==> src/rtl/imm_encoder.sv <==
// -----------------------------------------------------------------------------
// imm_encoder
//
// Iterative encoder for ARM data-processing rotated immediates. Given a 32-bit
// constant it searches rot4 = 0..MAX_ROT, one value per clock, for an imm8 such
// that constant == ROR(imm8, 2*rot4). With ALLOW_INV=1 it also looks for an
// encoding of ~constant (MOV->MVN / AND->BIC substitution), which is used only
// when no direct encoding exists.
//
// Parameters
//   ALLOW_INV  1 = also search ~value and report out_inv; 0 = direct only
//   MAX_ROT    highest rot4 tested (0..15)
//
// Ports
//   clk        rising-edge clock
//   reset_n    asynchronous active-low reset
//   in_valid   request valid
//   in_ready   block can accept a request (IDLE only)
//   in_value   constant to encode (sampled on the accepting edge)
//   out_valid  result valid (DONE only)
//   out_ready  consumer accepts result
//   out_imm8   encoded immediate
//   out_rot    rotate field; rotate amount = 2*out_rot
//   out_inv    1 = encoding is for ~in_value
//   out_ok     1 = encodable; 0 = imm8/rot/inv all zero
//   out_field  {out_rot, out_imm8}, the operand2 bits
// -----------------------------------------------------------------------------
module imm_encoder #(
    parameter int ALLOW_INV = 1,
    parameter int MAX_ROT   = 15
) (
    input  logic        clk,
    input  logic        reset_n,
    input  logic        in_valid,
    output logic        in_ready,
    input  logic [31:0] in_value,
    output logic        out_valid,
    input  logic        out_ready,
    output logic [7:0]  out_imm8,
    output logic [3:0]  out_rot,
    output logic        out_inv,
    output logic        out_ok,
    output logic [11:0] out_field
);

    localparam logic [3:0] MAX_K = 4'(MAX_ROT);

    typedef enum logic [1:0] {
        IDLE   = 2'd0,
        SEARCH = 2'd1,
        DONE   = 2'd2
    } state_t;

    state_t      state_reg;
    logic [31:0] v_reg;
    logic [3:0]  k_reg;

    // First (smallest-k) inverted hit, kept until the direct search is exhausted.
    logic        inv_found_reg;
    logic [7:0]  inv_imm_reg;
    logic [3:0]  inv_rot_reg;

    // Rotating left by 2k undoes ROR(imm8, 2k); the candidate is valid when
    // everything above the low byte comes back as zero.
    function automatic logic [31:0] rol32(input logic [31:0] x, input logic [4:0] sh);
        rol32 = (x << sh) | (x >> (6'd32 - {1'b0, sh}));
    endfunction

    logic [4:0]  shamt;
    logic [31:0] d;
    logic        direct_hit;
    logic        inv_hit;
    logic [7:0]  inv_byte;
    logic        last_k;

    assign shamt      = {k_reg, 1'b0};
    assign d          = rol32(v_reg, shamt);
    assign direct_hit = (d[31:8] == 24'h0);
    assign last_k     = (k_reg == MAX_K);

    generate
        if (ALLOW_INV != 0) begin : g_inv
            logic [31:0] n;
            assign n        = rol32(~v_reg, shamt);
            assign inv_hit  = (n[31:8] == 24'h0);
            assign inv_byte = n[7:0];
        end else begin : g_noinv
            assign inv_hit  = 1'b0;
            assign inv_byte = 8'h00;
        end
    endgenerate

    always_ff @(posedge clk or negedge reset_n) begin
        if (!reset_n) begin
            state_reg     <= IDLE;
            v_reg         <= 32'h0;
            k_reg         <= 4'h0;
            inv_found_reg <= 1'b0;
            inv_imm_reg   <= 8'h0;
            inv_rot_reg   <= 4'h0;
            out_imm8      <= 8'h0;
            out_rot       <= 4'h0;
            out_inv       <= 1'b0;
            out_ok        <= 1'b0;
        end else begin
            case (state_reg)
                IDLE: begin
                    if (in_valid) begin
                        v_reg         <= in_value;
                        k_reg         <= 4'h0;
                        inv_found_reg <= 1'b0;
                        state_reg     <= SEARCH;
                    end
                end

                SEARCH: begin
                    if (direct_hit) begin
                        // Smallest direct rotation wins outright.
                        out_imm8  <= d[7:0];
                        out_rot   <= k_reg;
                        out_inv   <= 1'b0;
                        out_ok    <= 1'b1;
                        state_reg <= DONE;
                    end else begin
                        if (inv_hit && !inv_found_reg) begin
                            inv_found_reg <= 1'b1;
                            inv_imm_reg   <= inv_byte;
                            inv_rot_reg   <= k_reg;
                        end
                        if (last_k) begin
                            // The inverted hit may be at this very k, so the
                            // live result is used when nothing was stored yet.
                            state_reg <= DONE;
                            if (inv_found_reg) begin
                                out_imm8 <= inv_imm_reg;
                                out_rot  <= inv_rot_reg;
                                out_inv  <= 1'b1;
                                out_ok   <= 1'b1;
                            end else if (inv_hit) begin
                                out_imm8 <= inv_byte;
                                out_rot  <= k_reg;
                                out_inv  <= 1'b1;
                                out_ok   <= 1'b1;
                            end else begin
                                out_imm8 <= 8'h0;
                                out_rot  <= 4'h0;
                                out_inv  <= 1'b0;
                                out_ok   <= 1'b0;
                            end
                        end else begin
                            k_reg <= k_reg + 4'h1;
                        end
                    end
                end

                DONE: begin
                    if (out_ready) begin
                        state_reg <= IDLE;
                    end
                end

                default: state_reg <= IDLE;
            endcase
        end
    end

    assign in_ready  = (state_reg == IDLE);
    assign out_valid = (state_reg == DONE);
    assign out_field = {out_rot, out_imm8};

endmodule

==> config.mk <==
export PLATFORM = sky130hd
export DESIGN_NAME = imm_encoder
export DESIGN_NICKNAME = d
export VERILOG_FILES = /design/src/rtl/imm_encoder.sv
export SDC_FILE = /design/constraint.sdc
export NUM_CORES = 1
export LEC_CHECK = 0
export ABC_AREA = 1
export CAP_MARGIN = 10
export CORE_UTILIZATION = 35
export DETAILED_ROUTE_END_ITERATION = 7
export DONT_BUFFER_PORTS = 1
export HOLD_SLACK_MARGIN = 0.02
export PLACE_DENSITY_LB_ADDON = 0.2
export SETUP_SLACK_MARGIN = 0.05
export SLEW_MARGIN = 20
export SYNTH_ARGS = -nofsm -noshare
export SYNTH_HDL_FRONTEND = slang
export SYNTH_SLANG_ARGS = --single-unit
==> constraint.sdc <==
create_clock -name clk -period 6.2 [get_ports clk]
set_input_delay 0.93 -clock clk [delete_from_list [all_inputs] [get_ports clk]]
set_output_delay 0.93 -clock clk [all_outputs]
set_load 0.1 [all_outputs]
==> results.py <==
metrics = {
    "clock_network": {
        "htree_levels": 3,
        "cts_made_buffers": 9,
        "cts-root-to-sink-buffers": 2,
        "tritoncts_clock_tree": "done",
        "cts-hold-fix-buffers": 0,
        "numClockSinks": 65,
        "clk_transition_reported_paths_ns": 0.06,
        "cts.repair_timing.setup_buffer_count": 0,
        "clock-root-buffer": "clkbuf_16",
        "post_cts_resize_count": 0,
        "insertion_delay_ns": 0.35,
    },
    "setup_path": {
        "worstReg2RegStart": "k_reg[0]$_DFFE_PN0P_",
        "nature_of_the_critical_path_startpoint": "register",
        "crit_path_max_incr_delay_ns": 0.53,
        "reg2reg_setup_slack_ns": 1.92,
        "cpMostUsedCell": "nand2_1",
        "crit_required_ns": 6.49,
        "end_kind": "register",
        "total_number_of_cells_along_the_worst_setup_path": 19,
        "worst_setup_path_endpoint": "out_imm8[0]$_DFFE_PN0P_",
        "worstPathBufferInverterCount": 4,
        "path_cells": "buf_4 > inv_4 > ha_1 > buf_4 > inv_2 > nand3_1 > nand3_1 > nand2_1 > nor2_1 > nand2_1 > nor2_1 > nand2_1 > nand2_1 > nand2_1 > nand2_4 > nand3_4 > nand2_2 > nand3_1 > nand2_1",
        "path_delay_family": "simple AND/OR/NAND/NOR gates",
        "crit_start": "k_reg[0]$_DFFE_PN0P_",
        "worst_ep_arrival_time_ns": 4.56,
        "worst_r2r_path_depth": 19,
        "slowest_stage": "inv_2",
        "critPathKind": "reg -> reg",
        "critical_path.max_fanout": 44,
        "worst_r2r_endpoint": "out_imm8[0]$_DFFE_PN0P_",
    },
    "timing": {
        "rsz_0062_raised_after_global_routing": "no",
        "tightest_slew_ns": 1.08,
        "setup-violations-final": 0,
        "slew_headroom_pct": 28.1,
        "layout_worst_path_cycle_share_pct": 69.0,
        "drv_slew": 0,
        "holdWs_ns": 0.268,
        "timing.setup.tns_ns": 0,
        "timing_hold_violations_final": 0,
        "fin_worst_skew_ns": 0.0101,
        "maximum_operating_frequency_mhz": 234,
        "period_needed_ns": 4.28,
    },
    "global_route": {
        "maximum_number_of_pins_on_one_net_before_global_route_repair": 66,
        "antenna_found_initial": 0,
        "first_global_vias": 6168,
        "grt_util_all_layers_pct": 24.4,
        "grt_pass1_wl_mm": 34.2,
        "grt_remaining_overflow": 0,
    },
    "detailed_routing": {
        "ant_nets": 0,
        "routed-via-count": 6838,
        "detail_route.first_pass.iterations": 5,
        "drc": 0,
        "route.detailed.wl_per_inst_um": 17.7,
        "drt_iter0_drc": 797,
        "viasPerCell": 5.54,
        "drt-total-wl_mm": 21.8,
    },
    "yosys": {
        "synth-warning-count": 0,
        "mappedNetlistNets": 1093,
        "syn-cell-area_um2": 6280,
        "synth_cells": 1055,
        "synth_seq_cells": 65,
        "synth.yosys.seq_area_share_pct": 25.9,
        "syn-mean-instance-area_um2": 5.95,
        "synthDistinctLibCells": 44,
    },
    "final_layout": {
        "final-seq-area_um2": 1640,
        "layout.cells.most_common_list": "nand2_1, nand3_1, nor2_1",
        "mostFrequentLayoutCell": "nand2_1",
        "antenna_cells_inserted": 0,
        "fillerInstances": 2004,
        "drive_gt1_share_pct": 9.11,
        "multiInputGateArea_um2": 4000,
        "syn2layout_area_growth_pct": 4.00,
        "largest_reg_flops": 32,
        "final_nets": 1043,
    },
    "placed_design": {
        "dp_hpwl_mm": 16.4,
        "gp_congestion": 0.907,
        "portBuffers": 0,
    },
    "floorplan": {
        "initial_utilization_pct": 36.1,
        "floorplan.core_area_um2": 17400,
        "boundaryPins": 64,
        "die-area_um2": 18500,
        "placementRows": 48,
        "die_x_um": 136,
        "die_y_um": 136,
    },
    "job": {
        "maxCapViolCount": 0,
    },
    "worst_hold_path": {
        "hp_class": "in -> async",
    },
    "outcome": {
        "run_status": "completed",
    },
}
routing by layer:
| metal | up-vias | track usage, % | wire [um] |
|---|---|---|---|
| li1 | 3342 | - | - |
| met1 | 3198 | 35.3 | 10500 |
| met2 | 258 | 36.5 | 9500 |
| met3 | 40 | 3.62 | 1270 |
| met4 | 0 | 8.58 | 560 |
| met5 | - | 0 | 0 |
per-stage QoR:
stage | std cells | utilization (%) | instance area, um2 | setup WS (ns)
after floorplan | 1055 | - | 6280 | 3.39
after global placement | 1219 | 35.5 | 6180 | 2.08
after detailed placement | 1219 | 35.5 | 6180 | 2.04
after CTS | 1235 | 37.5 | 6530 | 2.04
after global routing | 1235 | 37.5 | 6530 | 1.68
final | 1235 | 37.5 | 6530 | 1.92
worst min path at each step:
stage | start | to | slack (ns)
5_1_grt | reset_n | out_imm8[6]$_DFFE_PN0P_ | 0.26
2_1_floorplan | inv_rot_reg[0]$_DFFE_PN0P_ | inv_rot_reg[0]$_DFFE_PN0P_ | 0.44
6_report | reset_n | out_ok$_DFFE_PN0P_ | 0.27
3_3_place_gp | inv_imm_reg[7]$_DFFE_PN0P_ | inv_imm_reg[7]$_DFFE_PN0P_ | 0.47
3_5_place_dp | inv_imm_reg[7]$_DFFE_PN0P_ | inv_imm_reg[7]$_DFFE_PN0P_ | 0.47
4_1_cts | reset_n | out_imm8[6]$_DFFE_PN0P_ | 0.26
cells by family (layout without fill, tap and decap cells):
kind of cell | Yosys count | count (layout) | synth area share, %
fa+ha+maj | 2 | 2 | 0.398
compound gates | 101 | 101 | 9.52
buf+inv | 120 | 75 | 10.5
simple gates | 765 | 765 | 53.4
xor+xnor | 2 | 2 | 0.279
flops | 65 | 65 | 25.9
synth_stat cells (all sizes together):
master,count,share of area (%)
a32o,3,0.48
o21a,1,0.12
xor2,2,0.28
o2111ai,1,0.14
and2,4,0.40
a31oi,3,0.30
o31ai,2,0.24
nor2,68,5.0
a21oi,19,1.6
or2,2,0.20
o311ai,2,0.28
nor3,4,0.32
nand2,455,29
buf,56,6.6
o22ai,1,0.10
o21ai,55,4.6
inv,50,3.1
nand4,2,0.20
clkinv,1,0.060
o211ai,6,0.72
dfrtp,65,26
nand3,228,19
a21boi,8,0.96
clkbuf,13,0.78
nand3b,1,0.12
and3,1,0.10
ha,2,0.40
layout make-up:
| type | instances | area share [%] |
|---|---|---|
| clock buffer | 9 | 3.45 |
| clock inverter | 7 | 1.95 |
| inverter | 51 | 3.05 |
| multi-input combinational | 870 | 61.2 |
| sequential | 65 | 25.1 |
| tap | 225 | 4.31 |
| timing repair buffer | 8 | 0.920 |
worst reg2reg max path, stage by stage (launching register included):
cell and delay (ns):
dfrtp_1 0.32, buf_4 0.43, inv_4 0.33, ha_1 0.41, buf_4 0.26, inv_2 0.54, nand3_1 0.29, nand3_1 0.15
nand2_1 0.13, nor2_1 0.13, nand2_1 0.05, nor2_1 0.12, nand2_1 0.06, nand2_1 0.06, nand2_1 0.10, nand2_4 0.16
nand3_4 0.21, nand2_2 0.29, nand3_1 0.13, nand2_1 0.07
Power is not shown: default switching activity piles up to over one toggle a cycle in this logic, so the estimate is an artifact.
